[src/rtl/irq_controller.sv]
// Prioritised interrupt controller: edge-latched sources, mask and global enable,
// one interrupt at a time sequenced through the pipeline backup/recovery handshake.
module irq_controller #(
  parameter int unsigned NSRC = 4,
  parameter logic [31:0] BASE = 32'h4000_0030
) (
  input  logic            clk,
  input  logic            reset_b,
  input  logic [NSRC-1:0] src,
  input  logic [31:0]     addr,
  input  logic [31:0]     wdata,
  input  logic            we,
  input  logic            re,
  output logic [31:0]     rdata,
  input  logic            irq_ack,
  input  logic            irq_done,
  output logic            irqout,
  output logic [2:0]      cause
);

  localparam int unsigned CW = 3;

  typedef enum logic [1:0] {
    IDLE    = 2'd0,
    REQ     = 2'd1,
    SERVICE = 2'd2
  } state_t;

  state_t          state, state_n;
  logic [NSRC-1:0] src_q, pending, mask, eligible, rise, w1c, ack_clr;
  logic            gie, busy, busy_n, irqout_n;
  logic [CW-1:0]   cause_n, winner;
  logic            sel;
  logic [1:0]      word;
  logic            unused_bits;

  assign sel         = (addr[31:4] == BASE[31:4]);
  assign word        = addr[3:2];
  assign rise        = src & ~src_q;
  assign eligible    = pending & mask & {NSRC{gie}};
  assign w1c         = (we && sel && word == 2'd0) ? wdata[NSRC-1:0] : '0;
  assign unused_bits = ^{addr[1:0], wdata[31:NSRC]};

  // Lowest eligible index wins.
  always_comb begin
    winner = '0;
    for (int i = int'(NSRC) - 1; i >= 0; i--) begin
      if (eligible[i]) winner = CW'(i);
    end
  end

  always_comb begin
    state_n  = state;
    irqout_n = irqout;
    busy_n   = busy;
    cause_n  = cause;
    ack_clr  = '0;
    case (state)
      IDLE: begin
        irqout_n = 1'b0;
        busy_n   = 1'b0;
        if (|eligible) begin
          state_n  = REQ;
          irqout_n = 1'b1;
        end
      end
      REQ: begin
        irqout_n = 1'b1;
        if (eligible == '0) begin
          state_n  = IDLE;
          irqout_n = 1'b0;
        end else if (irq_ack) begin
          state_n  = SERVICE;
          cause_n  = winner;
          busy_n   = 1'b1;
          irqout_n = 1'b0;
          ack_clr  = NSRC'(1) << winner;
        end
      end
      SERVICE: begin
        irqout_n = 1'b0;
        busy_n   = 1'b1;
        if (irq_done) begin
          state_n = IDLE;
          busy_n  = 1'b0;
        end
      end
      default: begin
        state_n  = IDLE;
        irqout_n = 1'b0;
        busy_n   = 1'b0;
      end
    endcase
  end

  always_ff @(posedge clk or posedge reset_b) begin
    if (reset_b) begin
      state  <= IDLE;
      irqout <= 1'b0;
      busy   <= 1'b0;
      cause  <= '0;
    end else begin
      state  <= state_n;
      irqout <= irqout_n;
      busy   <= busy_n;
      cause  <= cause_n;
    end
  end

  // A fresh rise overrides both software clear and acknowledge clear.
  always_ff @(posedge clk or posedge reset_b) begin
    if (reset_b) begin
      src_q   <= '0;
      pending <= '0;
      mask    <= '0;
      gie     <= 1'b0;
    end else begin
      src_q   <= src;
      pending <= (pending & ~w1c & ~ack_clr) | rise;
      if (we && sel && word == 2'd1) mask <= wdata[NSRC-1:0];
      if (we && sel && word == 2'd3) gie <= wdata[0];
    end
  end

  always_comb begin
    rdata = '0;
    if (re && sel) begin
      case (word)
        2'd0:    rdata = 32'(pending);
        2'd1:    rdata = 32'(mask);
        2'd2:    rdata = {28'd0, busy, cause};
        default: rdata = {31'd0, gie};
      endcase
    end
  end

endmodule

[config.mk]
export PLATFORM = sky130hd
export DESIGN_NAME = irq_controller
export DESIGN_NICKNAME = d
export VERILOG_FILES = /design/src/rtl/irq_controller.sv
export SDC_FILE = /design/constraint.sdc
export NUM_CORES = 1
export LEC_CHECK = 0
export ABC_AREA = 1
export CORE_MARGIN = 8
export CORE_UTILIZATION = 25
export DETAILED_ROUTE_END_ITERATION = 10
export PLACE_DENSITY_LB_ADDON = 0.1
export SLEW_MARGIN = 20
export SYNTH_ARGS = -nofsm -noshare
export SYNTH_HDL_FRONTEND = slang
export SYNTH_SLANG_ARGS = --single-unit
export TNS_END_PERCENT = 5
[constraint.sdc]
create_clock -name clk -period 1.8 [get_ports clk]
set_input_delay 0.18 -clock clk [delete_from_list [all_inputs] [get_ports clk]]
set_output_delay 0.18 -clock clk [all_outputs]
set_load 0.03 [all_outputs]
==> metrics.cfg <==
[grt]
use_met3 = 0.0299
grt_pass1_wl_microns = 6250
grt.total_usage = 0.0917
grt_most_used_layer = met2
antenna_found_initial = 0
grt_pass1_vias = 1292
grt_use_met2 = 0.153
grt_use_met1 = 0.108
grt_start_max_net_pins = 20
gr-total-overflow = 0

[critical_path]
cp_data_required_time_ns = 1.62
rrSetupSlack_ns = 0.38
crit_path_end_kind = output port
cp-endpoint = rdata[0]
cp_max_fo = 4
r2r_cells = 7
r2r-start = state[1]
critPathKind = primary input to output port
cp-start-kind = primary input
r2r-end = pending[3]
crit_arrival_ns = 1.52
cp-startpoint = addr[29]

[clock_tree]
cts_made_buffers = 3
cts.sinks = 19
cts_buffer_depth = 2
clk_pin_slew_ns = 0.08
clockRootBuffer = clkbuf_8
cts_tree = done
cts-htree-levels = 1
clk_latency_ns = 0.26

[die]
die_area_sq_um = 8120
io_pins = 110
rows = 27
coreArea_sq_um = 5410
initial_utilization = 0.254
dieWidth_microns = 90.1
die_h_microns = 90.1

[placement]
place.gp.congestion = 0.736
dp.cells = 315
port_buffers = 50
dp_hpwl_microns = 3120
place_area_sq_um = 1890

[detailed_routing]
remaining_drc_errors = 0
vias_per_cell = 3.98
routed_wl_microns = 3750
wl_per_cell_microns = 11.7
drtPass1Iterations = 4
postRouteAntennaNets = 0
num_vias = 1275
drt_iter0_drc = 44

[synthesis]
syn_inst = 188
yosys.cell_types.count = 26
synth_edf_count = 0
synth_area_per_cell_sq_um = 7.30
synth-seq-area-share = 0.346
synth_commonest_cells = nand2_1 (45), buf_4 (29), inv_1 (23)
yosys.area.top_type_share = 0.346
synth_top_area_cell = dfrtp_1
synth-seq-cells = 19
synth_flop_cell = dfrtp_1
synthTopCellsByArea = dfrtp_1 (35%), buf_4 (16%), nand2_1 (12%)
netlist_area_sq_um = 1370
postSynth.asyncResetShare = 1.00
ys_warn_count = 0
post-synth-top-count-cell = nand2_1

[worst_hold_path]
hold_path.class = primary input to async pin

[flow_run]
maxCapViolations = 0

[status]
status = completed

[timing]
holdWs_ns = 0.235
rsz0062_at_grt = false
fin_worst_skew_ns = 0.00729
setup_viol = 0
tns_ns = 0
slew_viol_final = 0
hold_violations = 0
finalCritPeriodShare = 0.945
max_freq_mhz = 588
period_minus_slack_ns = 1.70

[finish]
fillers = 589
antenna_cells = 0
design_area_sq_um = 2040
drive_above_1_share = 0.145
fin_nets = 326
area_growth_syn_to_layout_pct = 48.4
fin_cells = 320

[pwr]
power_mw = 0.962
power_density_nw_per_um2 = 472
p_leak_nw = 1.05
ir_drop_v = 0.000371

## final cells by class
type,count,area (sq um),area share
multi-input cells,144,759,0.373
flip-flops and latches,19,475,0.233
well taps,72,90.1,0.0442
repair buffers,57,576,0.283
clock buffers,3,41.3,0.0203
clock inverters,1,5.00,0.00246
inverters,24,90.1,0.0442
## stage by stage
stage	setup WS, ns	utilization
2_1_floorplan	0.273	-
3_3_place_gp	0.000405	0.349
3_5_place_dp	-0.0156	0.349
4_1_cts	0.00166	0.361
5_1_grt	0.0000376	0.377
6_report	0.0986	0.377
## where the power goes
group | total [mW] | internal, mW | switching (mW)
registers | 0.432 | 0.431 | 0.00103
clock network | 0.301 | 0.154 | 0.147
logic | 0.229 | 0.0955 | 0.134
## layer usage
| metal | part of all wire | up-vias |
|---|---|---|
| li1 | - | 658 |
| met1 | 0.46 | 560 |
| met2 | 0.46 | 53 |
| met3 | 0.074 | 4 |
| met4 | 0.010 | 0 |
| met5 | 0 | - |
## logic make-up (layout without fill, tap and decap cells)
family / Yosys count / after routing / synth area share
fa+ha+maj: 3 / 3 / 0.0274
flops: 19 / 19 / 0.346
buf+inv: 53 / 85 / 0.224
simple gates: 88 / 88 / 0.296
other cells: 1 / 29 / 0.00273
compound gates: 24 / 24 / 0.103
## placed cells by master, fill, tap and decap left out, drive strengths merged
master,netlist,layout
a221oi,1,1
ha,3,3
buf,29,11
clkinv,0,1
o21ai,11,11
clkdlybuf4s50,0,39
inv,24,24
nand4,4,4
dlymetal6s2s,0,7
o211ai,1,1
clkbuf,0,3
dfrtp,19,19
conb,1,29
a31oi,3,3
a21o,1,1
nor2,26,26
a21oi,5,5
nand3,9,9
a21boi,2,2
nor3,1,1
nand2,47,47
or2,1,1
## worst max-delay path: stages
cell and delay (ns):
clkdlybuf4s50_1 0.39, or2_1 0.24, nor2_2 0.09, nand2_2 0.09, nor2_8 0.10, nand2_4 0.09, buf_6 0.13, nor2_4 0.07
buf_6 0.13
## how the worst min path moves through the flow
stage	startpoint	endpoint	slack [ns]	depth (start not counted)
finish	reset_b	src_q[2]	0.23	3
global route	reset_b	gie	0.29	3
CTS	reset_b	src_q[2]	0.24	3
detailed placement	src_q[2]	pending[2]	0.47	3
global placement	src_q[2]	pending[2]	0.47	3
floorplan	reset_b	busy	0.13	1
## registers in the layout, indices dropped and copies added (netlist names)
name / flops
busy: 1
mask: 4
state: 2
cause: 2
src_q: 4
pending: 4
gie: 1
irqout: 1
## what timing repair did
item                       in CTS  in global routing
pin swaps                       0                 11
setup endpoints to repair       3                  4
gates resized for setup         4                 22
hold buffers                    0                  0
setup buffers                   0                  1
Note: power is estimated with default switching activity, not from simulation.
